==> config.mk <==
export PLATFORM = sky130hd
export DESIGN_NAME = cursor_mover
export DESIGN_NICKNAME = d
export VERILOG_FILES = /design/src/rtl/cursor_mover.sv
export SDC_FILE = /design/constraint.sdc
export NUM_CORES = 1
export LEC_CHECK = 0
export CORE_ASPECT_RATIO = 2
export CORE_UTILIZATION = 50
export CTS_CLUSTER_SIZE = 40
export DETAILED_ROUTE_END_ITERATION = 7
export PLACE_DENSITY = 0.71
export SYNTH_ARGS = -nofsm -noshare
export SYNTH_HDL_FRONTEND = slang
export SYNTH_SLANG_ARGS = --single-unit
==> constraint.sdc <==
create_clock -name clk -period 9.8 [get_ports clk]
set_input_delay 1.96 -clock clk [delete_from_list [all_inputs] [get_ports clk]]
set_output_delay 1.96 -clock clk [all_outputs]
set_load 0.02 [all_outputs]
==> src/rtl/cursor_mover.sv <==
// Frame-rate cursor position generator: moves the cursor once per vsync falling edge,
// with hold-to-accelerate stepping and clamp or wrap behaviour at the display edges.
module cursor_mover #(
    parameter int X_WIDTH      = 11,
    parameter int Y_WIDTH      = 10,
    parameter int X_MAX        = 640,
    parameter int Y_MAX        = 480,
    parameter int X_INIT       = 320,
    parameter int Y_INIT       = 240,
    parameter int STEP_MAX     = 8,
    parameter int ACCEL_FRAMES = 16
) (
    input  logic                       clk,
    input  logic                       rst,
    input  logic                       move_en,
    input  logic                       up,
    input  logic                       down,
    input  logic                       left,
    input  logic                       right,
    input  logic                       home,
    input  logic                       wrap_en,
    input  logic                       vsync,
    input  logic [X_WIDTH-1:0]         x_min,
    output logic [X_WIDTH-1:0]         x_pos,
    output logic [Y_WIDTH-1:0]         y_pos,
    output logic [$clog2(STEP_MAX):0]  step,
    output logic                       update
);

    localparam int SW = $clog2(STEP_MAX) + 1;
    localparam int HW = (ACCEL_FRAMES > 1) ? $clog2(ACCEL_FRAMES) : 1;
    // Two guard bits: one for the sign of pos - step, one for pos + step overflow.
    localparam int AW = ((X_WIDTH > Y_WIDTH) ? X_WIDTH : Y_WIDTH) + 2;

    localparam logic signed [AW-1:0] X_HI = AW'(X_MAX);
    localparam logic signed [AW-1:0] Y_HI = AW'(Y_MAX);
    localparam logic signed [AW-1:0] Y_LO = '0;
    localparam logic signed [AW-1:0] ONE  = AW'(1);

    typedef enum logic {
        IDLE,
        HELD
    } acc_state_e;

    logic                vsync_q;
    logic                update_q;
    logic [X_WIDTH-1:0]  x_q,     x_d;
    logic [Y_WIDTH-1:0]  y_q,     y_d;
    logic [SW-1:0]       step_q,  step_d;
    logic [HW-1:0]       hold_q,  hold_d;
    acc_state_e          state_q, state_d;

    logic                tick;
    logic                x_act, y_act, any_act;
    logic                x_oor, y_oor;
    logic signed [AW-1:0] x_ext, y_ext, x_lo, step_ext;
    logic signed [AW-1:0] x_nxt, y_nxt;

    function automatic logic signed [AW-1:0] step_axis(
        input logic signed [AW-1:0] pos,
        input logic signed [AW-1:0] stp,
        input logic                 dec,
        input logic signed [AW-1:0] lo,
        input logic signed [AW-1:0] hi,
        input logic                 wrap
    );
        logic signed [AW-1:0] n;
        if (dec) begin
            n = pos - stp;
            if (n < lo) n = wrap ? (n + (hi - lo)) : lo;
        end else begin
            n = pos + stp;
            if (n >= hi) n = wrap ? (n - (hi - lo)) : (hi - ONE);
        end
        return n;
    endfunction

    function automatic logic signed [AW-1:0] recover(
        input logic signed [AW-1:0] pos,
        input logic signed [AW-1:0] lo,
        input logic signed [AW-1:0] hi
    );
        return (pos < lo) ? lo : (hi - ONE);
    endfunction

    assign tick     = vsync_q & ~vsync;
    assign x_act    = left ^ right;
    assign y_act    = up ^ down;
    assign any_act  = x_act | y_act;

    assign x_ext    = $signed(AW'(x_q));
    assign y_ext    = $signed(AW'(y_q));
    assign x_lo     = $signed(AW'(x_min));
    assign step_ext = $signed(AW'(step_q));

    assign x_oor    = (x_ext < x_lo) || (x_ext >= X_HI);
    assign y_oor    = (y_ext < Y_LO) || (y_ext >= Y_HI);

    // An out-of-range axis snaps back into bounds and ignores its buttons this tick.
    always_comb begin
        x_nxt = x_ext;
        if (x_oor) begin
            x_nxt = recover(x_ext, x_lo, X_HI);
        end else if (x_act) begin
            x_nxt = step_axis(x_ext, step_ext, left, x_lo, X_HI, wrap_en);
        end
    end

    always_comb begin
        y_nxt = y_ext;
        if (y_oor) begin
            y_nxt = recover(y_ext, Y_LO, Y_HI);
        end else if (y_act) begin
            y_nxt = step_axis(y_ext, step_ext, up, Y_LO, Y_HI, wrap_en);
        end
    end

    always_comb begin
        x_d     = x_q;
        y_d     = y_q;
        step_d  = step_q;
        hold_d  = hold_q;
        state_d = state_q;
        if (tick) begin
            if (!move_en || home) begin
                if (move_en) begin
                    x_d = X_WIDTH'(X_INIT);
                    y_d = Y_WIDTH'(Y_INIT);
                end
                step_d  = SW'(1);
                hold_d  = '0;
                state_d = IDLE;
            end else begin
                x_d = X_WIDTH'(x_nxt);
                y_d = Y_WIDTH'(y_nxt);
                if (any_act) begin
                    state_d = HELD;
                    if (hold_q == HW'(ACCEL_FRAMES - 1)) begin
                        hold_d = '0;
                        step_d = (step_q == SW'(STEP_MAX)) ? step_q : (step_q << 1);
                    end else begin
                        hold_d = hold_q + 1'b1;
                    end
                end else begin
                    state_d = IDLE;
                    step_d  = SW'(1);
                    hold_d  = '0;
                end
            end
        end
    end

    always_ff @(posedge clk or posedge rst) begin
        if (rst) begin
            vsync_q  <= 1'b0;
            update_q <= 1'b0;
            x_q      <= X_WIDTH'(X_INIT);
            y_q      <= Y_WIDTH'(Y_INIT);
            step_q   <= SW'(1);
            hold_q   <= '0;
            state_q  <= IDLE;
        end else begin
            vsync_q  <= vsync;
            update_q <= tick;
            x_q      <= x_d;
            y_q      <= y_d;
            step_q   <= step_d;
            hold_q   <= hold_d;
            state_q  <= state_d;
        end
    end

    assign x_pos  = x_q;
    assign y_pos  = y_q;
    assign step   = step_q;
    assign update = update_q;

endmodule
==> flow_metrics.tcl, run 1 <==
set metrics [dict create \
    root_buffer "clkbuf_16" \
    start_util_pct 51.18 \
    peakVddDrop_uv 98.16 \
    vias_per_cell 6.280 \
    status "finished clean" \
    cts_buffer_depth 2 \
    arrival_ns 5.46 \
    grt_pass1_vias 5321 \
    area_delta_synth_final_pct 12.48 \
    start_kind "input pin" \
    syn_inst 652 \
    core_area_um2 10080 \
    fillCellCount 944 \
    finalWorstPathRequiredPeriod_ns 5.304 \
    final-setup-viol-count 0 \
    drc 0 \
    ys.flop_type "dfrtp_1" \
    drt-pass1-iter-count 5 \
    tightest_slew_ns 1.098 \
    timing.rr.start "step[0]$_DFFE_PP1P_" \
    tns_ns 0 \
    antenna_found_initial 0 \
    postPlaceCellArea_um2 5632 \
    r2r_end "x_pos[4]$_DFFE_PP0P_" \
    num_io_pins 47 \
    clock_skew_ns 0.005092 \
    grt_max_degree 32 \
    slew_headroom_pct 26.02 \
    gp_congestion 0.9274 \
    drt_wl_total_mm 15.78 \
    rows 52 \
    grt_pass1_wl_mm 25.57 \
    numCtsBuffers 5 \
    dp_hpwl_mm 12.46 \
    hold_buffers 0 \
    yosysWarnings 0 \
    synth_seq_cells 31 \
    post_cts_buffers 0 \
    drt_iter0_drc 296 \
    cts.clk_slew.worst_paths_ns 0.06 \
    insertion_delay_ns 0.29 \
    synth_nets 740 \
    num-nets-final 770 \
    maxCapViolations 0 \
    hold_depth 1 \
    clock_sinks 31 \
    rsz0062_at_grt "false" \
    syn_area_per_cell_um2 7.916 \
    hold_viol_final 0 \
    synth-seq-area-share_pct 15.20 \
    detail_route.wl_per_cell_um 19.29 \
    powerDensity_nw_per_um2 180.7 \
    grt_use_total_pct 30.97 \
    synth_cell_types 81 \
    chipHeight_um 145.7 \
    synth_area_um2 5161 \
    dieWidth_um 73.84 \
    antenna_left 0 \
    endpoint_kind "register" \
    hold_class "register to register" \
    cts_max_level 2 \
    min-delay-start "hold_q[3]$_DFFE_PP0P_" \
    p_leak_nw 2.517 \
    fin_crit_sh_pct 54.13 \
    cts_resized 0 \
    crit_required_ns 9.96 \
    gr-total-overflow 0 \
    portBuffers 46 \
    cts_tree "built" \
    drive_gt1_share_pct 6.881 \
    slew_violations 0 \
    ff2ff_setup_slack_ns 5.03 \
    antenna_cells 0 \
    via_count 5137 \
    r2r_cells 14 \
    dieArea_um2 10760 \
    critPathMaxFanout 9 \
    fin_area_um2 5806 \
    async_flop_share_pct 100.0 \
    synth_edf_count 0 \
    whs_endpoint "hold_q[3]$_DFFE_PP0P_" \
    max_clock_freq_mhz 188.5 \
    crit_type "input pin to register" \
]
==> worst max-delay path: stages <==
cell and delay (ns):
clkdlybuf4s50_1 0.66, inv_1 0.08, ha_1 0.28, xnor2_1 0.18, ha_1 0.26, a211oi_1 0.30, o21bai_1 0.18, a2111oi_0 0.74
o31ai_1 0.20, xnor2_1 0.19, nor3_1 0.06, o31ai_1 0.26, nand3_1 0.10
==> cell usage in the layout (no fill, tap or decap), types with 5 or more instances in the layout <==
cell	synthesis	routed
o211ai_1	15	15
mux2_2	7	7
nor2b_1	11	11
nor3_1	18	18
and2_1	6	6
inv_1	51	51
xnor2_1	41	41
o31ai_1	7	7
clkbuf_16	0	5
and3_1	6	6
dfrtp_1	24	24
nand3_1	19	19
nand2b_1	14	14
xor2_1	16	16
clkdlybuf4s50_1	0	46
nor2_1	45	45
o21ai_0	52	52
nand2_1	48	48
ha_1	61	61
dfstp_2	7	7
or3_1	5	5
a211oi_1	8	8
fa_1	6	6
mux2i_1	13	13
o21a_1	13	13
nor4_1	6	6
a21oi_1	36	36
==> worst max path at each step <==
stage,from,to,slack (ns),depth (start not counted)
floorplan,x_min[1],x_pos[7]$_DFFE_PP0P_,5.48,11
CTS,x_min[0],x_pos[7]$_DFFE_PP0P_,4.50,13
finish,x_min[0],x_pos[9]$_DFFE_PP0P_,4.50,13
global placement,x_min[0],x_pos[9]$_DFFE_PP0P_,4.24,12
detailed placement,x_min[0],x_pos[9]$_DFFE_PP0P_,4.20,13
global route,x_min[0],x_pos[9]$_DFFE_PP0P_,4.23,13
==> sequential cells by signal, summed over array words and instances, names as in the netlist <==
signal and count:
step 4, hold_q 4, vsync_q 1, y_pos 10, x_pos 11, update 1
==> kinds of logic after synthesis <==
| group | count (synthesis) | share of synthesized area [%] |
|---|---|---|
| compound gates | 197 | 26.23 |
| fa+ha+maj | 67 | 17.12 |
| flops | 31 | 15.20 |
| xor+xnor | 58 | 10.21 |
| mux | 20 | 4.048 |
| buf+inv | 77 | 7.224 |
| simple gates | 202 | 19.98 |
==> layer usage <==
layer / share of wire, % / track usage (%)
met5: 0 / 0
met3: 3.3 / 3.255
met1: 35 / 30.93
met2: 54 / 55.92
met4: 7.6 / 23.17
==> final cells by class <==
type / count / area, um^2 / share of cell area (%)
Sequential cell: 31 / 784.5 / 13.51
Clock buffer: 6 / 138.9 / 2.392
Tap cell: 135 / 168.9 / 2.909
Inverter: 51 / 191.4 / 3.297
Clock inverter: 2 / 35.03 / 0.6034
Multi-Input combinational cell: 544 / 4004 / 68.97
Timing Repair Buffer: 49 / 483.0 / 8.319
==> metrics by stage <==
step	std cells	setup slack (ns)	util (%)	hold slack [ns]	total power, mW
after global routing	818	4.230	57.57	0.5352	1.128
final	818	4.496	57.57	0.5028	1.049
after floorplan	652	5.482	-	0.4502	0.6842
after detailed placement	810	4.198	55.84	0.4913	0.8494
after CTS	818	4.497	57.57	0.4968	1.044
after global placement	810	4.239	55.84	0.4682	0.8329
==> synth_stat cells (4+ instances only) <==
cell type / n / share of area [%]
a211oi_1: 8 / 1.2
a21o_1: 4 / 0.58
a21oi_1: 36 / 3.5
a22o_1: 4 / 0.68
a311o_1: 4 / 0.78
a31o_2: 4 / 0.68
a31oi_1: 4 / 0.48
and2_1: 6 / 0.73
and3_1: 6 / 0.73
clkbuf_1: 14 / 1.0
clkbuf_8: 5 / 1.3
dfrtp_1: 24 / 12
dfstp_2: 7 / 3.6
fa_1: 6 / 2.3
ha_1: 61 / 15
inv_1: 51 / 3.7
mux2_2: 7 / 1.5
mux2i_1: 13 / 2.5
nand2_1: 48 / 3.5
nand2b_1: 14 / 1.7
nand3_1: 19 / 1.8
nor2_1: 45 / 3.3
nor2b_1: 11 / 1.3
nor3_1: 18 / 1.7
nor4_1: 6 / 0.73
o2111ai_1: 4 / 0.68
o211ai_1: 15 / 2.2
o21a_1: 13 / 1.9
o21ai_0: 52 / 5.0
o22ai_1: 4 / 0.48
o31ai_1: 7 / 1.0
or2_2: 4 / 0.48
or3_1: 5 / 0.61
xnor2_1: 41 / 7.0
xor2_1: 16 / 2.7
==> where the power goes <==
part	total [mW]	switching (mW)	leakage (nW)	internal, mW
clock network	0.190	0.0634	0.0868	0.126
logic	0.666	0.379	2.03	0.287
registers	0.193	0.0451	0.396	0.148
Power figures use the tool's default switching activity.
==> run 2, diff against run 1 <==
--- a/config.mk
+++ b/config.mk
@@ -9,7 +9,7 @@
 export CORE_UTILIZATION = 50
 export CTS_CLUSTER_SIZE = 40
 export DETAILED_ROUTE_END_ITERATION = 7
-export PLACE_DENSITY = 0.71
+export PLACE_DENSITY = 0.74
 export SYNTH_ARGS = -nofsm -noshare
 export SYNTH_HDL_FRONTEND = slang
 export SYNTH_SLANG_ARGS = --single-unit
==> constraint.sdc (replaced) <==
create_clock -name clk -period 4.8 [get_ports clk]
set_input_delay 0.96 -clock clk [delete_from_list [all_inputs] [get_ports clk]]
set_output_delay 0.96 -clock clk [all_outputs]
set_load 0.02 [all_outputs]
==> flow_metrics.tcl, run 2 (synthesized netlist as in run 1, its figures left out) <==
set metrics [dict create \
    status "finished clean" \
    dieArea_um2 10760 \
    power_frac_comb_pct 65.8 \
    drive_gt1_share_pct 8.213 \
    detail_route.wl_per_cell_um 18.96 \
    slew_violations 0 \
    finalWorstPathRequiredPeriod_ns 4.221 \
    powerDensity_nw_per_um2 360.4 \
    num_io_pins 47 \
    dieWidth_um 73.84 \
    start_kind "register" \
    drc 0 \
    critPathMaxFanout 8 \
    peakVddDrop_uv 180.8 \
    hold_buffers 0 \
    start_util_pct 51.18 \
    antenna_found_initial 0 \
    cts_buffer_depth 2 \
    drt_wl_total_mm 15.72 \
    hold_class "register to register" \
    numCtsBuffers 5 \
    endpoint_kind "register" \
    vias_per_cell 6.174 \
    p_switching_uw 991.6 \
    hold_depth 1 \
    core_area_um2 10080 \
    drt_iter0_drc 278 \
    arrival_ns 4.41 \
    max_clock_freq_mhz 236.9 \
    num-nets-final 781 \
    crit_required_ns 4.99 \
    min-delay-start "hold_q[3]$_DFFE_PP0P_" \
    hold_viol_final 0 \
    cts.clk_slew.worst_paths_ns 0.05 \
    grt_pass1_vias 5281 \
    gr-total-overflow 0 \
    drt-pass1-iter-count 5 \
    p_total_mw 2.113 \
    rows 52 \
    cts_max_level 2 \
    crit_type "register to register" \
    insertion_delay_ns 0.29 \
    post_cts_buffers 0 \
    root_buffer "clkbuf_16" \
    r2r_cells 15 \
    grt_pass1_wl_mm 25.03 \
    fin_crit_sh_pct 87.94 \
    gp_congestion 0.9648 \
    antenna_cells 0 \
    timing.rr.start "step[0]$_DFFE_PP1P_" \
    slew_headroom_pct 50.76 \
    tns_ns 0 \
    dp_hpwl_mm 12.58 \
    via_count 5118 \
    rsz0062_at_grt "false" \
    clock_sinks 31 \
    chipHeight_um 145.7 \
    final_cell_mix "61 x ha_1, 52 x o21ai_0, 51 x inv_1" \
    fin_util_pct 58.13 \
    clock_skew_ns 0.004606 \
    final-setup-viol-count 0 \
    pwr-share-seq_pct 18.6 \
    ff2ff_setup_slack_ns 0.58 \
    fillCellCount 929 \
    tightest_slew_ns 0.7363 \
    layout_commonest_cell "ha_1" \
    portBuffers 46 \
    largest_reg_flops 11 \
    power.share.clock_pct 15.5 \
    cts_resized 0 \
    r2r_end "y_pos[2]$_DFFE_PP0P_" \
    grt_use_total_pct 30.18 \
    grt_max_degree 32 \
    switching_share_pct 46.93 \
    cts_tree "built" \
    maxCapViolations 0 \
    p_int_mw 1.121 \
    antenna_left 0 \
    whs_endpoint "hold_q[3]$_DFFE_PP0P_" \
    p_leak_nw 2.559 \
    area_delta_synth_final_pct 13.58 \
]
## run 2: area by class of cell
class	count	area, um^2	share of cell area [%]
multi-input cells	544	4004	68.30
repair buffers	60	565.5	9.648
inverters	51	191.4	3.266
clock inverters	1	5.005	0.08538
well taps	135	168.9	2.882
flip-flops and latches	31	784.5	13.38
clock buffers	7	142.6	2.433
## run 2: worst max-delay path, cell delays in order, from the launching register on
cell and delay (ns):
dfstp_2 0.62, ha_1 0.20, inv_1 0.06, fa_1 0.45, nor2_1 0.18, o211ai_1 0.22
nor2_1 0.17, xor2_1 0.21, ha_1 0.31, nand4b_1 0.13, o21ai_0 0.33, o21ai_0 0.20
o211a_1 0.28, o31ai_2 0.44, nor2_1 0.12, o21ai_0 0.20
## run 2: metal layers
| layer | up-vias | global-route usage (%) | routed length (um) |
|---|---|---|---|
| met5 | - | 0 | 0 |
| met4 | 0 | 24.71 | 1208 |
| li1 | 2451 | - | - |
| met3 | 71 | 2.770 | 536 |
| met1 | 2412 | 29.88 | 5539 |
| met2 | 184 | 53.99 | 8431 |
## run 2: worst max-delay path by stage
stage	startpoint	endpoint	cells after the start
after floorplan	step[0]$_DFFE_PP1P_	x_pos[4]$_DFFE_PP0P_	15
after global placement	x_min[0]	x_pos[9]$_DFFE_PP0P_	13
after detailed placement	x_min[0]	x_pos[9]$_DFFE_PP0P_	13
after CTS	x_min[0]	x_pos[9]$_DFFE_PP0P_	13
after global routing	step[0]$_DFFE_PP1P_	y_pos[2]$_DFFE_PP0P_	15
final	step[0]$_DFFE_PP1P_	y_pos[2]$_DFFE_PP0P_	15
## run 2: metrics by stage
stage / worst slack, ns / area [um^2] / hold WS [ns] / std cells
global route: 0.3416 / 5862 / 0.5799 / 829
finish: 0.5788 / 5862 / 0.5136 / 829
CTS: 0.5837 / 5862 / 0.5216 / 829
detailed placement: 0.2964 / 5714 / 0.5126 / 821
global placement: 0.3943 / 5714 / 0.4670 / 821
floorplan: 1.120 / 5161 / 0.4502 / 652
## run 2: power groups by stage
| stage | Clock, mW | Sequential (mW) | Combinational [mW] |
|---|---|---|---|
| after global routing | 0.344 | 0.400 | 1.52 |
| after floorplan | 0 | 0.382 | 1.02 |
| final | 0.328 | 0.393 | 1.39 |
| after global placement | 0 | 0.392 | 1.33 |
| after CTS | 0.332 | 0.389 | 1.38 |
| after detailed placement | 0 | 0.395 | 1.37 |
==> run 3, diff against run 2 <==
--- a/config.mk
+++ b/config.mk
@@ -7,7 +7,6 @@
 export LEC_CHECK = 0
 export CORE_ASPECT_RATIO = 2
 export CORE_UTILIZATION = 50
-export CTS_CLUSTER_SIZE = 40
 export DETAILED_ROUTE_END_ITERATION = 7
 export PLACE_DENSITY = 0.74
 export SYNTH_ARGS = -nofsm -noshare
==> results of run 3 <==
No change in the layout: final DEF, timing and power equal those of run 2.
